==> src/rtl/hazard_scoreboard_if.sv <==
// Decode-side handshake between fetch/decode and the hazard scoreboard.
// master = decode stage driving the instruction, slave = scoreboard.
interface hazard_scoreboard_if #(
   parameter int RIDX_W = 3,
   parameter int ADDR_W = 16,
   parameter int CNT_W  = 16
);
   logic              issue_valid;
   logic [RIDX_W-1:0] rs_idx;
   logic              rs_used;
   logic [RIDX_W-1:0] rt_idx;
   logic              rt_used;
   logic [RIDX_W-1:0] rd_idx;
   logic              rd_wr;
   logic              is_load;
   logic              is_store;
   logic [ADDR_W-1:0] mem_addr;
   logic              is_ctrl;
   logic              flush;
   logic              stall;
   logic              bubble;
   logic              squash;
   logic [CNT_W-1:0]  stall_cnt;

   modport master (
      output issue_valid, rs_idx, rs_used, rt_idx, rt_used, rd_idx, rd_wr,
             is_load, is_store, mem_addr, is_ctrl, flush,
      input  stall, bubble, squash, stall_cnt
   );

   modport slave (
      input  issue_valid, rs_idx, rs_used, rt_idx, rt_used, rd_idx, rd_wr,
             is_load, is_store, mem_addr, is_ctrl, flush,
      output stall, bubble, squash, stall_cnt
   );
endinterface

==> src/rtl/hazard_scoreboard.sv <==
// Decode-stage hazard scoreboard: shift register of in-flight instructions driving
// PC stall, ID/EX bubble and branch-shadow squash, plus a saturating stall counter.
module hazard_scoreboard #(
   parameter int RIDX_W    = 3,
   parameter int DEPTH     = 4,
   parameter int FWD_EN    = 0,
   parameter int ADDR_W    = 16,
   parameter int MEM_WIN   = 2,
   parameter int BR_SHADOW = 1,
   parameter int CNT_W     = 16
) (
   input logic                clk,
   input logic                rst_n,
   hazard_scoreboard_if.slave bus
);
   localparam int SH_W = (BR_SHADOW > 0) ? $clog2(BR_SHADOW + 1) : 1;

   typedef struct packed {
      logic              valid;
      logic [RIDX_W-1:0] rd;
      logic              rd_wr;
      logic              load;
      logic              store;
      logic [ADDR_W-1:0] addr;
   } entry_t;

   entry_t            sb [DEPTH];
   entry_t            issue_entry;
   logic [SH_W-1:0]   shadow;
   logic [CNT_W-1:0]  stall_cnt_q;
   logic              reg_haz;
   logic              mem_haz;
   logic              squash_c;
   logic              stall_c;
   logic              accept;

   // In forwarding mode only a load sitting in entry 0 can't be bypassed in time.
   always_comb begin
      reg_haz = 1'b0;
      mem_haz = 1'b0;
      for (int k = 0; k < DEPTH; k++) begin
         if (sb[k].valid && sb[k].rd_wr && ((FWD_EN == 0) || (k == 0 && sb[k].load))) begin
            if (bus.rs_used && (sb[k].rd == bus.rs_idx)) reg_haz = 1'b1;
            if (bus.rt_used && (sb[k].rd == bus.rt_idx)) reg_haz = 1'b1;
         end
         if ((k < MEM_WIN) && bus.is_load && sb[k].valid && sb[k].store &&
             (sb[k].addr == bus.mem_addr))
            mem_haz = 1'b1;
      end
   end

   always_comb begin
      squash_c = bus.issue_valid && (shadow != '0) && !bus.flush;
      stall_c  = bus.issue_valid && !squash_c && !bus.flush && (reg_haz || mem_haz);
      accept   = bus.issue_valid && !stall_c && !squash_c && !bus.flush;
   end

   always_comb begin
      issue_entry       = '0;
      issue_entry.valid = 1'b1;
      issue_entry.rd    = bus.rd_idx;
      issue_entry.rd_wr = bus.rd_wr;
      issue_entry.load  = bus.is_load;
      issue_entry.store = bus.is_store;
      issue_entry.addr  = bus.mem_addr;
   end

   assign bus.stall     = stall_c;
   assign bus.squash    = squash_c;
   assign bus.bubble    = stall_c || squash_c;
   assign bus.stall_cnt = stall_cnt_q;

   always_ff @(posedge clk or negedge rst_n) begin
      if (!rst_n) begin
         for (int k = 0; k < DEPTH; k++) sb[k] <= '0;
         shadow      <= '0;
         stall_cnt_q <= '0;
      end else begin
         sb[0] <= accept ? issue_entry : '0;
         for (int k = 1; k < DEPTH; k++) sb[k] <= bus.flush ? '0 : sb[k-1];

         // A stalled branch only opens its shadow once it is actually accepted.
         if (bus.flush)
            shadow <= '0;
         else if (accept && bus.is_ctrl)
            shadow <= SH_W'(BR_SHADOW);
         else if (shadow != '0)
            shadow <= shadow - 1'b1;

         if (stall_c && (stall_cnt_q != '1))
            stall_cnt_q <= stall_cnt_q + 1'b1;
      end
   end
endmodule

==> src/flat_wrapper.sv <==
// flat-port wrapper written by rule: the top's interface ports become plain ports
module hazard_scoreboard_flat 
#(
   parameter int RIDX_W    = 3,
   parameter int DEPTH     = 4,
   parameter int FWD_EN    = 0,
   parameter int ADDR_W    = 16,
   parameter int MEM_WIN   = 2,
   parameter int BR_SHADOW = 1,
   parameter int CNT_W     = 16
)
  (clk, rst_n, bus_issue_valid, bus_rs_idx, bus_rs_used, bus_rt_idx, bus_rt_used, bus_rd_idx, bus_rd_wr, bus_is_load, bus_is_store, bus_mem_addr, bus_is_ctrl, bus_flush, bus_stall, bus_bubble, bus_squash, bus_stall_cnt);
  hazard_scoreboard_if #(.RIDX_W(RIDX_W), .ADDR_W(ADDR_W), .CNT_W(CNT_W)) bus_i ();
  input logic clk;
  input logic rst_n;
  input wire logic [$bits(bus_i.issue_valid)-1:0] bus_issue_valid;
  input wire logic [$bits(bus_i.rs_idx)-1:0] bus_rs_idx;
  input wire logic [$bits(bus_i.rs_used)-1:0] bus_rs_used;
  input wire logic [$bits(bus_i.rt_idx)-1:0] bus_rt_idx;
  input wire logic [$bits(bus_i.rt_used)-1:0] bus_rt_used;
  input wire logic [$bits(bus_i.rd_idx)-1:0] bus_rd_idx;
  input wire logic [$bits(bus_i.rd_wr)-1:0] bus_rd_wr;
  input wire logic [$bits(bus_i.is_load)-1:0] bus_is_load;
  input wire logic [$bits(bus_i.is_store)-1:0] bus_is_store;
  input wire logic [$bits(bus_i.mem_addr)-1:0] bus_mem_addr;
  input wire logic [$bits(bus_i.is_ctrl)-1:0] bus_is_ctrl;
  input wire logic [$bits(bus_i.flush)-1:0] bus_flush;
  output wire logic [$bits(bus_i.stall)-1:0] bus_stall;
  output wire logic [$bits(bus_i.bubble)-1:0] bus_bubble;
  output wire logic [$bits(bus_i.squash)-1:0] bus_squash;
  output wire logic [$bits(bus_i.stall_cnt)-1:0] bus_stall_cnt;
  assign bus_i.issue_valid = bus_issue_valid;
  assign bus_i.rs_idx = bus_rs_idx;
  assign bus_i.rs_used = bus_rs_used;
  assign bus_i.rt_idx = bus_rt_idx;
  assign bus_i.rt_used = bus_rt_used;
  assign bus_i.rd_idx = bus_rd_idx;
  assign bus_i.rd_wr = bus_rd_wr;
  assign bus_i.is_load = bus_is_load;
  assign bus_i.is_store = bus_is_store;
  assign bus_i.mem_addr = bus_mem_addr;
  assign bus_i.is_ctrl = bus_is_ctrl;
  assign bus_i.flush = bus_flush;
  assign bus_stall = bus_i.stall;
  assign bus_bubble = bus_i.bubble;
  assign bus_squash = bus_i.squash;
  assign bus_stall_cnt = bus_i.stall_cnt;
  hazard_scoreboard #(.RIDX_W(RIDX_W), .DEPTH(DEPTH), .FWD_EN(FWD_EN), .ADDR_W(ADDR_W), .MEM_WIN(MEM_WIN), .BR_SHADOW(BR_SHADOW), .CNT_W(CNT_W)) u_core (.clk(clk), .rst_n(rst_n), .bus(bus_i));
endmodule
==> config.mk <==
export PLATFORM = sky130hd
export DESIGN_NAME = hazard_scoreboard_flat
export DESIGN_NICKNAME = d
export VERILOG_FILES = /design/src/rtl/hazard_scoreboard_if.sv /design/src/rtl/hazard_scoreboard.sv /design/src/flat_wrapper.sv
export SDC_FILE = /design/constraint.sdc
export NUM_CORES = 1
export LEC_CHECK = 0
export CORE_MARGIN = 2
export CORE_UTILIZATION = 63
export CTS_CLUSTER_SIZE = 24
export DETAILED_ROUTE_END_ITERATION = 8
export DONT_BUFFER_PORTS = 1
export GPL_ROUTABILITY_DRIVEN = 0
export GPL_TIMING_DRIVEN = 1
export PLACE_DENSITY = 0.83
export SYNTH_ARGS = -nofsm -noshare
export SYNTH_HDL_FRONTEND = slang
export SYNTH_SLANG_ARGS = --single-unit
==> constraint.sdc <==
create_clock -name clk -period 3.65 [get_ports clk]
set_input_delay 0.73 -clock clk [delete_from_list [all_inputs] [get_ports clk]]
set_output_delay 0.73 -clock clk [all_outputs]
set_load 0.05 [all_outputs]
### Word-level counts from Yosys, hierarchy flattened

Cells that the tools add are included.

| storage, ports and cells | value |
|---|---|
| bits in registers | 91 |
| bits of input ports | 35 |
| output and inout bits | 19 |
| logic and storage cells | 90 |

| cells by class | value |
|---|---|
| add/subtract/negate cells | 2 |
| eq/ne operators | 11 |
| multiplexer cells | 21 |
| reductions and logical operators | 33 |

Operators with widths:

| cell | number |
|---|---|
| 23-bit 2-to-1 mux | 4 |
| 16-bit equality test | 2 |
| 1-bit logical AND | 28 |
| 3-bit equality test | 8 |
| 1-bit 2-to-1 mux | 17 |
| 16-bit by 1-bit adder with 16-bit output, second input constant | 1 |
| 16-bit != test, second input constant | 1 |
| 1-bit zero test | 3 |
| 1-bit logical OR | 2 |
| 1-bit subtractor, second input constant | 1 |

### Logic depth before layout (Yosys ltp)

| depth | value |
|---|---|
| depth after elaboration | 23 |
| gate-level depth with buffers | 9 |
| depth with buffers taken out | 8 |

### Worst setup path after synthesis

No wires, ideal clock.

| path | value |
|---|---|
| path type | input port to output port |
| start point | input bus_mem_addr[0] |
| end point | output bus_bubble |
| data arrival time | 3.075 ns |
| data required time | 2.920 ns |
| slack | -0.155 ns |
| stages on the path | 8 |
| buffers on the path | 1 |
| cells stage by stage | xnor2_1 > nand4_1 > or4_1 > o22ai_2 > nor2_2 > buf_6 > nor2_1 > or2_1 |

| between the ends | value |
|---|---|
| longest elaborated chain between the ends | 7 |
| elaborated cells between the ends (all ways) | 9 |
| those cells by class | 2 x eq/ne; 2 x mux; 5 x reduce/logical |

Ends and longest elaborated chain:

| what | RTL line | text |
|---|---|---|
| start: declaration | flat_wrapper.sv:25 | `input wire logic [$bits(bus_i.mem_addr)-1:0] bus_mem_addr;` |
| 16-bit equality test | hazard_scoreboard.sv:47 | `(sb[k].addr == bus.mem_addr))` |
| 1-bit logical AND | hazard_scoreboard.sv:46 | `if ((k < MEM_WIN) && bus.is_load && sb[k].valid && sb[k].store &&` |
| 1-bit 2-to-1 mux | hazard_scoreboard.sv:46 |  |
| 1-bit 2-to-1 mux (*) | hazard_scoreboard.sv:46 |  |
| 1-bit logical OR (*) | hazard_scoreboard.sv:54 | `stall_c = bus.issue_valid && !squash_c && !bus.flush && (reg_haz \|\| mem_haz);` |
| 1-bit logical AND (*) | hazard_scoreboard.sv:54 |  |
| via bus_stall | flat_wrapper.sv:28 | `output wire logic [$bits(bus_i.stall)-1:0] bus_stall;` |
| 1-bit logical OR (*) | hazard_scoreboard.sv:70 | `assign bus.bubble = stall_c \|\| squash_c;` |
| end: declaration | flat_wrapper.sv:29 | `output wire logic [$bits(bus_i.bubble)-1:0] bus_bubble;` |

The timed path passes the listed nets; every way through them passes the cells marked *.

### Worst setup path after layout

| path | value |
|---|---|
| start point | register u_core.sb[69] in the netlist's numbering |
| end point | output bus_bubble |

| between the ends | value |
|---|---|
| longest elaborated chain between the ends | 7 |

Ends and longest elaborated chain:

| what | RTL line | text |
|---|---|---|
| start: declaration | hazard_scoreboard.sv:27 | `entry_t sb [DEPTH];` |
| 16-bit equality test | hazard_scoreboard.sv:47 |  |
| 1-bit logical AND | hazard_scoreboard.sv:46 |  |
| 1-bit 2-to-1 mux (2 in a row) | hazard_scoreboard.sv:46 |  |
| 1-bit logical OR | hazard_scoreboard.sv:54 |  |
| 1-bit logical AND | hazard_scoreboard.sv:54 |  |
| 1-bit logical OR | hazard_scoreboard.sv:70 |  |

Every way passes these cells.

==> run summary <==
===========================================================================================
Maximum buffer depth of the clock tree                                                    2
Run status                                                                     complete, no violations
Flip-flop cell with the highest count after synthesis                          sky130_fd_sc_hd__dfrtp_1
Share of post-route cells with drive strength above 1                                 9.52%
Clock slew at reported path FFs                                                       80 ps
Worst-case headroom to the max-slew limit                                             23.8%
Post-CTS Resized                                                                          0
Post-synthesis sequential area ratio                                                  54.1%
Worst r2r src                                                                  u_core.bus.stall_cnt[1]
Element type at the critical path start                                           flip-flop
Power Total                                                                         1.62 mW
Top post-synthesis cells by count                                              sky130_fd_sc_hd__dfrtp_1 (71), sky130_fd_sc_hd__xnor2_1 (45), sky130_fd_sc_hd__nor2b_1 (33), sky130_fd_sc_hd__xor2_1 (25), sky130_fd_sc_hd__and2_1 (23)
Top-level port count                                                                     54
Count of buffers added by post-CTS timing repair for setup                                0
Via count of the first global-routing pass                                             2146
Number of buffer cells added on primary ports                                             0
Kind of critical path                                                          flip-flop to output pin
Average wire per standard cell                                                      16.4 µm
Most instantiated library cell after synthesis                                 sky130_fd_sc_hd__dfrtp_1
Syn. warnings                                                                             0
Max_cap viols                                                                             0
Endpoint kind of the worst setup timing path                                     output pin
Remaining design rule violation count                                                     0
Remaining Overflow, GRT                                                                   0
Endpoint of the worst register-to-register path                                u_core.bus.stall_cnt[1]
Number of antenna violations at the first check in global routing                         0
Highest Clock Rate                                                                  332 MHz
Clk sinks                                                                                71
Unrepaired setup endpoints after global routing                                       false
Layout filler cell count                                                                379
First-pass GRT wire length                                                         10400 µm
Chip Width                                                                          76.2 µm
Total number of vias                                                                   2019
Post-synthesis cell type with the largest combined area                        sky130_fd_sc_hd__dfrtp_1
Post-layout min period                                                              3010 ps
Root buffer cell                                                               sky130_fd_sc_hd__clkbuf_8
Largest fanout on the critical path                                                       2
Setup clock skew after layout                                                       8.51 ps
Synthesis-to-layout area growth                                                       9.11%
Setup ws final                                                                       639 ps
Worst R2R Path Depth                                                                      8
Share of async-settable or async-resettable flops after synthesis                      100%
Setup Slack @ Placement                                                              614 ps
Total Routed Length                                                                 5980 µm
TritonCTS clock tree                                                                    yes
Core outline area                                                                  5070 µm²
Number of CTS-inserted buffers                                                            9
Number of iterations in the first detailed-routing pass                                   4
Antenna diode count                                                                       0
ANT nets after route                                                                      0
Number of hold violations in the final report                                             0
Clock network latency to the later pin of the worst-skew pair                        340 ps
Synthesized netlist net count                                                           324
Worst hold path class                                                          primary input to async pin
Die extent in y                                                                     76.2 µm
Number of setup violations in the final report                                            0
Cell leakage power                                                                  1.60 nW
Floorplan die area                                                                 5800 µm²
Flops & latches, synth                                                                   71
Count of standard-cell rows                                                              26
Worst-margin pin slew                                                               1140 ps
Data arrival time of the critical path                                              2280 ps
Mean instance size in the synthesized netlist                                      11.4 µm²
Sum of negative setup slack                                                            0 ps
Initial Utilization                                                                   64.7%
Count of flip-flops with a built-in enable after synthesis                                0
Maximum number of pins on one net before global-route repair                             72
Share of Yosys cell area claimed by the top area cell type                            54.1%
Worst IR Drop VDD                                                                0.000281 V
Count of different cell masters after synthesis                                          31
Final-layout worst hold slack                                                       77.5 ps
Overall Global Routing Usage                                                          23.2%
Setup slack of the worst register-to-register path                                   920 ps
Fraction of the cycle the final worst path needs                                      82.5%
Via-per-instance ratio                                                                 5.55
Pwr/cell area                                                                    452 nW/µm²
Htree depth                                                                               3
Worst Setup SP                                                                 u_core.sb[69]
Number of nets at the end of the flow                                                   326
Crit path required time                                                             2920 ps
Number of design-rule violations left by the first detailed-router iteration             99
Number of hold buffers added after cts                                                    0
DP HPWL                                                                             4190 µm
Syn Std Cell Area                                                                  3280 µm²
Final Max Slew Viols                                                                      0
Cell count after synthesis                                                              288
Cell types occupying the most area after synthesis                             sky130_fd_sc_hd__dfrtp_1 (54%), sky130_fd_sc_hd__xnor2_1 (12%), sky130_fd_sc_hd__xor2_1 (6.7%), sky130_fd_sc_hd__nor2b_1 (6.3%), sky130_fd_sc_hd__and2_1 (4.4%)
===========================================================================================
==> how the worst max path moves through the flow <==
stage                  to  slack [ps]
2_1_floorplan  bus_bubble         100
3_3_place_gp   bus_bubble         680
3_5_place_dp   bus_bubble         610
4_1_cts        bus_bubble         590
5_1_grt        bus_bubble         510
6_report       bus_bubble         640
==> per-layer routing <==
layer | part of all wire, % | track usage, % | wire, µm | vias up
met5 | 0 | 0 | 0 | -
met4 | 1.6 | 8.55 | 94 | 0
met3 | 7.0 | 7.35 | 419 | 10
met2 | 49 | 36.9 | 2900 | 60
met1 | 43 | 30.4 | 2560 | 990
li1 | - | - | - | 959
==> layout make-up <==
type                    count  area [µm²]  area share, %
repair buffers              4        42.5           1.19
clock inverters             3        65.1           1.82
well taps                  70        87.6           2.44
flip-flops and latches     71        1780           49.6
clock buffers              12         165           4.61
multi-input cells         204        1450           40.3
==> where the power goes <==
| part | switching (mW) | internal, mW |
|---|---|---|
| combinational | 0.0337 | 0.0461 |
| clock | 0.280 | 0.436 |
| sequential | 0.0154 | 0.806 |
==> logic make-up (layout without fill, tap and decap cells) <==
group	Yosys count	after routing	synth area share, %
buf+inv	13	19	1.94
fa+ha+maj	1	1	0.381
mux	2	2	0.648
xor+xnor	70	70	18.7
flops	71	71	54.1
compound gates	6	6	1.18
simple gates	125	125	23.1
==> state kept, by name, indices dropped and copies added, names as in the netlist <==
name	count
u_core.shadow	1
u_core.sb	54
u_core.bus.stall_cnt	16
==> worst max-delay path, stage by stage, from the launching register on <==
cell                      delay (ps)
sky130_fd_sc_hd__dfrtp_1         390
sky130_fd_sc_hd__xnor2_1         170
sky130_fd_sc_hd__nand4_1         110
sky130_fd_sc_hd__or4_1           550
sky130_fd_sc_hd__o22ai_2         220
sky130_fd_sc_hd__nor2_2           70
sky130_fd_sc_hd__nor2_2          120
sky130_fd_sc_hd__or2_1           160
sky130_fd_sc_hd__buf_12          140
==> per-stage QoR <==
stage,util (%),cells,area (µm²)
after floorplan,-,288,3290
after global placement,66.1,349,3350
after detailed placement,66.1,349,3350
after CTS,70.6,364,3580
after global routing,70.6,364,3580
final,70.6,364,3580
==> cell usage in the layout, fill, tap and decap left out <==
| cell type | netlist | layout |
|---|---|---|
| sky130_fd_sc_hd__a21oi_1 | 4 | 4 |
| sky130_fd_sc_hd__a31oi_1 | 1 | 1 |
| sky130_fd_sc_hd__and2_1 | 23 | 23 |
| sky130_fd_sc_hd__and3b_1 | 1 | 1 |
| sky130_fd_sc_hd__and4_1 | 1 | 1 |
| sky130_fd_sc_hd__buf_12 | 0 | 1 |
| sky130_fd_sc_hd__buf_4 | 0 | 3 |
| sky130_fd_sc_hd__bufinv_16 | 0 | 2 |
| sky130_fd_sc_hd__clkbuf_8 | 0 | 12 |
| sky130_fd_sc_hd__clkinv_2 | 0 | 1 |
| sky130_fd_sc_hd__dfrtp_1 | 71 | 71 |
| sky130_fd_sc_hd__ha_1 | 1 | 1 |
| sky130_fd_sc_hd__mux2_2 | 1 | 1 |
| sky130_fd_sc_hd__mux2i_1 | 1 | 1 |
| sky130_fd_sc_hd__nand2_1 | 10 | 10 |
| sky130_fd_sc_hd__nand3_1 | 8 | 8 |
| sky130_fd_sc_hd__nand4_1 | 16 | 16 |
| sky130_fd_sc_hd__nand4b_1 | 1 | 1 |
| sky130_fd_sc_hd__nor2_1 | 7 | 6 |
| sky130_fd_sc_hd__nor2_2 | 1 | 2 |
| sky130_fd_sc_hd__nor2b_1 | 33 | 33 |
| sky130_fd_sc_hd__nor3_1 | 3 | 3 |
| sky130_fd_sc_hd__nor3_2 | 1 | 1 |
| sky130_fd_sc_hd__nor3b_1 | 2 | 2 |
| sky130_fd_sc_hd__nor4_1 | 7 | 7 |
| sky130_fd_sc_hd__nor4b_1 | 4 | 4 |
| sky130_fd_sc_hd__o22ai_2 | 1 | 1 |
| sky130_fd_sc_hd__or2_1 | 1 | 1 |
| sky130_fd_sc_hd__or2_2 | 2 | 2 |
| sky130_fd_sc_hd__or3b_2 | 2 | 2 |
| sky130_fd_sc_hd__or4_1 | 2 | 2 |
| sky130_fd_sc_hd__xnor2_1 | 45 | 45 |
| sky130_fd_sc_hd__xor2_1 | 25 | 25 |
Power figures use the tool's default switching activity.
